File: config.mk
export PLATFORM = sky130hd
export DESIGN_NAME = id_ex_stage
export DESIGN_NICKNAME = d
export VERILOG_FILES = /design/src/rtl/id_ex_stage.sv
export SDC_FILE = /design/constraint.sdc
export NUM_CORES = 1
export LEC_CHECK = 0
export BUFFER_PORTS_ARGS = -buffer_cell sky130_fd_sc_hd__buf_4
export CORE_MARGIN = 4
export CORE_UTILIZATION = 31
export CTS_CLUSTER_DIAMETER = 120
export DETAILED_ROUTE_END_ITERATION = 6
export PLACE_DENSITY = 0.61
export SYNTH_ARGS = -nofsm -noshare
export SYNTH_HDL_FRONTEND = slang
export SYNTH_SLANG_ARGS = --single-unit
export TNS_END_PERCENT = 50
File: constraint.sdc
create_clock -name clk -period 3.41 [get_ports clk]
set_input_delay 0.5115 -clock clk [delete_from_list [all_inputs] [get_ports clk]]
set_output_delay 0.5115 -clock clk [all_outputs]
set_load 0.01 [all_outputs]
File: src/rtl/id_ex_stage.sv
// rtl/id_ex_stage.sv - ID/EX pipeline register with operand forwarding and load-use bubbles (optional ID_EX_STALL_CNT_EN bubble counter)
module id_ex_stage #(
    parameter int DATA_W = 32,
    parameter int OP_W   = 6,
    parameter int REG_AW = 5
) (
    input  logic              clk,
    input  logic              rst_n,
    input  logic              id_valid,
    input  logic [REG_AW-1:0] id_rs_addr,
    input  logic [REG_AW-1:0] id_rt_addr,
    input  logic [REG_AW-1:0] id_rd_addr,
    input  logic [DATA_W-1:0] id_rs_data,
    input  logic [DATA_W-1:0] id_rt_data,
    input  logic [DATA_W-1:0] id_imm,
    input  logic              id_alu_src,
    input  logic [OP_W-1:0]   id_alu_op,
    input  logic              id_reg_write,
    input  logic              id_mem_read,
    input  logic              flush,
    input  logic              ex_hold,
    input  logic              exmem_reg_write,
    input  logic [REG_AW-1:0] exmem_rd,
    input  logic [DATA_W-1:0] exmem_result,
    input  logic              memwb_reg_write,
    input  logic [REG_AW-1:0] memwb_rd,
    input  logic [DATA_W-1:0] memwb_result,
    output logic              stall,
    output logic              ex_valid,
    output logic [DATA_W-1:0] ex_a,
    output logic [DATA_W-1:0] ex_b,
    output logic [DATA_W-1:0] ex_store_data,
    output logic [OP_W-1:0]   ex_alu_op,
    output logic [REG_AW-1:0] ex_rd,
    output logic              ex_reg_write,
`ifdef ID_EX_STALL_CNT_EN
    output logic [31:0]       bubble_count,
`endif
    output logic              ex_mem_read
);

    logic              r_valid;
    logic [REG_AW-1:0] r_rs_addr;
    logic [REG_AW-1:0] r_rt_addr;
    logic [REG_AW-1:0] r_rd;
    logic [DATA_W-1:0] r_rs_data;
    logic [DATA_W-1:0] r_rt_data;
    logic [DATA_W-1:0] r_imm;
    logic              r_alu_src;
    logic [OP_W-1:0]   r_alu_op;
    logic              r_reg_write;
    logic              r_mem_read;

    logic              w_luse;
    logic              w_load_bubble;
    logic [DATA_W-1:0] w_fwd_rs;
    logic [DATA_W-1:0] w_fwd_rt;

    // Youngest producer wins; register 0 is hardwired and never forwarded.
    function automatic logic [DATA_W-1:0] fwd_sel(
        input logic [REG_AW-1:0] addr,
        input logic [DATA_W-1:0] reg_val,
        input logic              em_we,
        input logic [REG_AW-1:0] em_rd,
        input logic [DATA_W-1:0] em_val,
        input logic              mw_we,
        input logic [REG_AW-1:0] mw_rd,
        input logic [DATA_W-1:0] mw_val
    );
        logic [DATA_W-1:0] v;
        v = reg_val;
        if (em_we && (em_rd != '0) && (em_rd == addr)) begin
            v = em_val;
        end else if (mw_we && (mw_rd != '0) && (mw_rd == addr)) begin
            v = mw_val;
        end
        return v;
    endfunction

    // A load in EX whose destination is read by the instruction in decode cannot be forwarded in time.
    assign w_luse = r_valid && r_mem_read && (r_rd != '0) && id_valid &&
                    ((r_rd == id_rs_addr) || ((r_rd == id_rt_addr) && !id_alu_src));

    assign stall = w_luse || ex_hold;

    // Flush always kills the incoming slot; a load-use bubble only lands when EX is free to advance.
    assign w_load_bubble = flush || (!ex_hold && w_luse);

    // Pipeline register: reset and bubbles clear every field, hold retains, otherwise capture decode.
    always_ff @(posedge clk) begin
        if (!rst_n || w_load_bubble) begin
            r_valid     <= 1'b0;
            r_rs_addr   <= '0;
            r_rt_addr   <= '0;
            r_rd        <= '0;
            r_rs_data   <= '0;
            r_rt_data   <= '0;
            r_imm       <= '0;
            r_alu_src   <= 1'b0;
            r_alu_op    <= '0;
            r_reg_write <= 1'b0;
            r_mem_read  <= 1'b0;
        end else if (!ex_hold) begin
            r_valid     <= id_valid;
            r_rs_addr   <= id_rs_addr;
            r_rt_addr   <= id_rt_addr;
            r_rd        <= id_rd_addr;
            r_rs_data   <= id_rs_data;
            r_rt_data   <= id_rt_data;
            r_imm       <= id_imm;
            r_alu_src   <= id_alu_src;
            r_alu_op    <= id_alu_op;
            r_reg_write <= id_reg_write;
            r_mem_read  <= id_mem_read;
        end
    end

    // Operand forwarding from the registered source addresses.
    always_comb begin
        w_fwd_rs = fwd_sel(r_rs_addr, r_rs_data, exmem_reg_write, exmem_rd, exmem_result,
                           memwb_reg_write, memwb_rd, memwb_result);
        w_fwd_rt = fwd_sel(r_rt_addr, r_rt_data, exmem_reg_write, exmem_rd, exmem_result,
                           memwb_reg_write, memwb_rd, memwb_result);
    end

    assign ex_valid      = r_valid;
    assign ex_a          = w_fwd_rs;
    assign ex_b          = r_alu_src ? r_imm : w_fwd_rt;
    assign ex_store_data = w_fwd_rt;
    assign ex_alu_op     = r_alu_op;
    assign ex_rd         = r_rd;
    assign ex_reg_write  = r_valid && r_reg_write;
    assign ex_mem_read   = r_valid && r_mem_read;

`ifdef ID_EX_STALL_CNT_EN
    logic [31:0] r_bubble_count;

    // Saturating count of bubbles caused by flush or load-use while EX is advancing.
    always_ff @(posedge clk) begin
        if (!rst_n) begin
            r_bubble_count <= '0;
        end else if (!ex_hold && (flush || w_luse) && (r_bubble_count != 32'hFFFF_FFFF)) begin
            r_bubble_count <= r_bubble_count + 32'd1;
        end
    end

    assign bubble_count = r_bubble_count;
`endif

endmodule

# After elaboration in Yosys (flattened, before gate mapping)
# Index checks and enable logic that the tools add are counted.
# word_totals
register_bits	121
in_bits	201
# classes
n_eq_ne	6
n_reduce_logical	23
muxes	5
# ops
cell	n
2-to-1 mux 32 bit	5
== test 5 bit	6
nonzero test 5 bit	3
logical AND 1 bit	13
logical OR 1 bit	4
logical NOT 1 bit	3

# Longest topological paths before layout
# logic_depth
word_depth	7
ltp_mapped	7
ltp_nobuf	5

# Worst setup path before layout
# No wires, ideal clock.
# synth_timing
path_kind	input to output
startpoint	input port memwb_rd[1]
endpoint	output port ex_b[31]
t_arrival_ns	2.156
setup_slack_ns	0.743
n_path_buf	1
cell_stages	6
t_required_ns	2.898
cell_sequence	or4_1 -> o211ai_2 -> buf_2 -> o21ai_1 -> a31oi_1 -> mux2_2
# synth_between
elab_chain_cells	6
# synth_rtl
item	line_no	text
from (decl)	26	input logic [REG_AW-1:0] memwb_rd,
nonzero test 5 bit	74	end else if (mw_we && (mw_rd != '0) && (mw_rd == addr)) begin
logical AND 1 bit	74	
logical AND 1 bit (*)	74	
2-to-1 mux 32 bit (*)	74	
2-to-1 mux 32 bit (*)	72	if (em_we && (em_rd != '0) && (em_rd == addr)) begin
net ex_store_data[31]	32	output logic [DATA_W-1:0] ex_store_data,
2-to-1 mux 32 bit (*)	128	assign ex_b = r_alu_src ? r_imm : w_fwd_rt;
to (decl)	31	output logic [DATA_W-1:0] ex_b,
# Mark *: on every way through the listed nets, which the timed path passes. The rest lies on a longest branch.

# Final worst setup path
# layout_timing
startpoint	input port memwb_rd[1]
endpoint	output port ex_b[30]
# layout_between
elab_chain_cells	6
# layout_rtl
item	line_no
nonzero test 5 bit	74
logical AND 1 bit	74
logical AND 1 bit (*)	74
2-to-1 mux 32 bit (*)	74
2-to-1 mux 32 bit (*)	72
2-to-1 mux 32 bit (*)	128
# Every way passes the cells marked *; elsewhere a longest branch is shown, timed or not.

==> results by group <==
Run status
  • Run status: finished, final reports clean

Place
  • Placer Congestion: 0.885
  • Placed standard-cell area: 9940 µm²
  • Final HPWL DP: 21000 µm
  • Count of buffers from port buffering: 311
  • Cells after DPL: 1473
  • Setup WS pre-CTS: 324 ps

Cells and area
  • Finished Layout Cells: 1504
  • Total Nets Final: 1374
  • Fill cell count: 2399
  • # diodes: 0
  • Layout Utilization: 45.0%
  • Fraction of final layout cells with drive strength greater than 1: 36.4%
  • Synthesis-to-finish area growth: 42.9%
  • Final design area excluding fillers: 10600 µm²

Synthesis
  • Cell with the most instances after synthesis: sky130_fd_sc_hd__nand3_1
  • Fraction of registers with async set or reset after synthesis: 0%
  • Most frequent cells after synthesis: sky130_fd_sc_hd__nand3_1 (123), sky130_fd_sc_hd__dfxtp_1 (121), sky130_fd_sc_hd__nand3b_1 (121)
  • Number of warnings printed during yosys synthesis: 0
  • Top-area cell type share of the netlist area: 32.7%
  • Leading register cell type out of synthesis: sky130_fd_sc_hd__dfxtp_1
  • Mean Syn Cell Area: 7.97 µm²
  • Post-synthesis cell area: 7400 µm²
  • EDFF count, synth: 0
  • Cell accounting for the most synthesized area: sky130_fd_sc_hd__dfxtp_1
  • Number of distinct library cell variants in the gate-level netlist after synthesis: 31
  • Leading post-synthesis cells by cell area: sky130_fd_sc_hd__dfxtp_1 (33%), sky130_fd_sc_hd__nand3b_1 (12%), sky130_fd_sc_hd__nand3_1 (8.3%)
  • Sequential fraction of the synthesis area: 32.7%
  • Number of nets in the synthesized netlist: 1130
  • Gate Count Post-Synth: 929
  • Synthesis-stage register bit count: 121

Timing
  • Tcrit/Tclk final: 90.3%
  • Final Skew: 10.5 ps
  • Worst Setup Slack, final: 332 ps
  • Worst-margin pin slew: 975 ps
  • Final Hold Viols: 0
  • Finish-stage setup viols: 0
  • Timing-limited maximum frequency: 325 MHz
  • Unrepaired setup endpoints after global routing: false
  • Headroom to the max-slew limit: 35.0%
  • Sum of negative setup slack: 0 ps
  • Clock period minus worst slack: 3080 ps
  • Final slew viol count: 0
  • Final hold slack: 360 ps

Die
  • Floorplan die area: 26400 µm²
  • Area of the core: 23500 µm²
  • Initial Util: 31.5%
  • Die Wd: 163 µm
  • # IOs: 312
  • Die Ht: 163 µm
  • Number of rows in the core area: 56

Drt
  • Post-detailed-route count of antenna-violating nets: 0
  • Wire length reported by the detailed router: 29900 µm
  • 1st-pass router iterations: 5
  • Iter 0 DRT Violations: 546
  • Via count normalized by instance count: 5.17
  • Via count: 7772
  • Number of remaining DRC errors: 0
  • Drt wl/cell: 19.9 µm

Clocking
  • CTS Buf Count: 17
  • Master cell of the clock root buffer: sky130_fd_sc_hd__clkbuf_16
  • Hold_buf cts: 0
  • CTS resizes: 0
  • Clock latency at the later pin of the worst-skew pair: 420 ps
  • Setup Fix Bufs, Post-CTS: 0
  • Clock transition at the registers of the reported paths: 60 ps
  • Clock sink count: 121
  • CTS tree: yes
  • Maximum number of buffers from clock root to sink: 2
  • # H-tree levels: 4

Setup path
  • Maximum fanout encountered on the critical timing path: 64
  • Most common cell type on the critical path: sky130_fd_sc_hd__buf_4
  • Critical path cell sequence: buf_4 -> or4_1 -> o211ai_4 -> buf_12 -> o21ai_1 -> a31oi_1 -> mux2_2 -> buf_4
  • Delay of the slowest cell on the worst path: 580 ps
  • Kind of end point of the critical path: primary output
  • Type of the setup path with the least slack: input pin to primary output
  • Arrival @ worst endpoint: 2570 ps
  • Required time of the critical path: 2900 ps
  • Startpoint class of the critical path: input pin
  • Cell type of the slowest stage on the worst timing path: sky130_fd_sc_hd__or4_1

Power
  • Overall power of the completed layout: 4.18 mW
  • Worst VDD drop: 242 µV
  • Power density over cell area: 395 nW/µm²
  • Leakage power total: 4.16 nW

Worst hold path
  • Worst min path class: input pin to flop

GRT
  • Wire length of the first global-routing pass: 44700 µm
  • Pin count of the biggest net entering global routing: 164
  • Global-route usage over all layers: 21.7%
  • Vias in the first global route: 7551
  • Residual overflow from global routing: 0
  • Initial antenna violation count: 6

Flow run
  • Count of max-cap constraint violations: 0
flip-flops by register name, indices dropped and copies added, names as in the netlist:
name         cells
ex_alu_op        6
r_mem_read       1
r_reg_write      1
r_rs_addr        5
ex_rd            5
r_alu_src        1
r_imm           32
r_rs_data       32
ex_valid         1
r_rt_addr        5
r_rt_data       32
cell type report:
class	instances	area, µm²	share of cell area [%]
clock inverter	13	194	1.83
multi-input combinational	673	4470	42.3
timing repair buffer	328	2530	23.9
tap	319	399	3.78
inverter	32	120	1.14
clock buffer	18	439	4.15
sequential	121	2420	22.9
worst max-delay path, delay by kind of cell:
kind	cells	cell delay, ps
AOI/OAI and AO/OA	3	650
and+or+nand+nor	1	580
buffers and inverters	3	560
muxes	1	250
final timing paths:
check	from	to	slack, ps	cells after the start
max	memwb_rd[1]	ex_b[30]	330	8
min	id_alu_op[3]	ex_alu_op[3]	360	3
max reg2reg	ex_rd[0]	r_imm[30]	1390	6
min reg2reg	r_imm[10]	r_imm[10]	470	2
power breakdown:
group	switching (mW)	internal [mW]	total (mW)
Combinational	0.346	0.364	0.710
Sequential	0.0384	1.46	1.50
Clock	0.718	1.25	1.97
placed cells by master (no fill, tap or decap):
| master | n |
|---|---|
| sky130_fd_sc_hd__inv_6 | 2 |
| sky130_fd_sc_hd__dfxtp_2 | 1 |
| sky130_fd_sc_hd__clkinvlp_4 | 1 |
| sky130_fd_sc_hd__nand4_1 | 4 |
| sky130_fd_sc_hd__nor3_1 | 33 |
| sky130_fd_sc_hd__clkinv_4 | 5 |
| sky130_fd_sc_hd__or3_1 | 33 |
| sky130_fd_sc_hd__o21ai_0 | 90 |
| sky130_fd_sc_hd__o211ai_1 | 1 |
| sky130_fd_sc_hd__clkinv_2 | 1 |
| sky130_fd_sc_hd__xnor2_1 | 22 |
| sky130_fd_sc_hd__inv_1 | 32 |
| sky130_fd_sc_hd__a21oi_1 | 32 |
| sky130_fd_sc_hd__xor2_1 | 8 |
| sky130_fd_sc_hd__or2_2 | 2 |
| sky130_fd_sc_hd__clkbuf_16 | 17 |
| sky130_fd_sc_hd__a21oi_4 | 1 |
| sky130_fd_sc_hd__buf_12 | 5 |
| sky130_fd_sc_hd__and2_1 | 2 |
| sky130_fd_sc_hd__mux2i_1 | 32 |
| sky130_fd_sc_hd__clkbuf_8 | 1 |
| sky130_fd_sc_hd__nand3b_1 | 121 |
| sky130_fd_sc_hd__dfxtp_1 | 120 |
| sky130_fd_sc_hd__or4_1 | 2 |
| sky130_fd_sc_hd__or4_2 | 1 |
| sky130_fd_sc_hd__o21ai_1 | 64 |
| sky130_fd_sc_hd__a31oi_2 | 30 |
| sky130_fd_sc_hd__buf_6 | 1 |
| sky130_fd_sc_hd__o211ai_4 | 2 |
| sky130_fd_sc_hd__bufinv_16 | 4 |
| sky130_fd_sc_hd__nand3_1 | 123 |
| sky130_fd_sc_hd__mux2_2 | 32 |
| sky130_fd_sc_hd__nor2_1 | 33 |
| sky130_fd_sc_hd__or4_4 | 1 |
| sky130_fd_sc_hd__nor4_4 | 1 |
| sky130_fd_sc_hd__nor2b_4 | 1 |
| sky130_fd_sc_hd__a31oi_1 | 2 |
| sky130_fd_sc_hd__buf_4 | 322 |
layer usage:
metal / wire length [µm] / global-route usage (%) / vias up
met5: 66 / 0 / -
met3: 2060 / 5.90 / 39
met2: 14500 / 36.2 / 234
li1: - / - / 3830
met4: 405 / 5.57 / 12
met1: 12900 / 27.9 / 3657
cell families (layout without fill, tap and decap cells):
group	after synthesis	count (layout)	share of synthesized area, %
and+or+nand+nor	357	357	28.7
AOI/OAI and AO/OA	222	222	18.3
DFF	121	121	32.7
xor gates and xnor gates	30	30	3.55
buffers and inverters	135	391	7.52
muxes	64	64	9.20
Power figures use the tool's default switching activity.
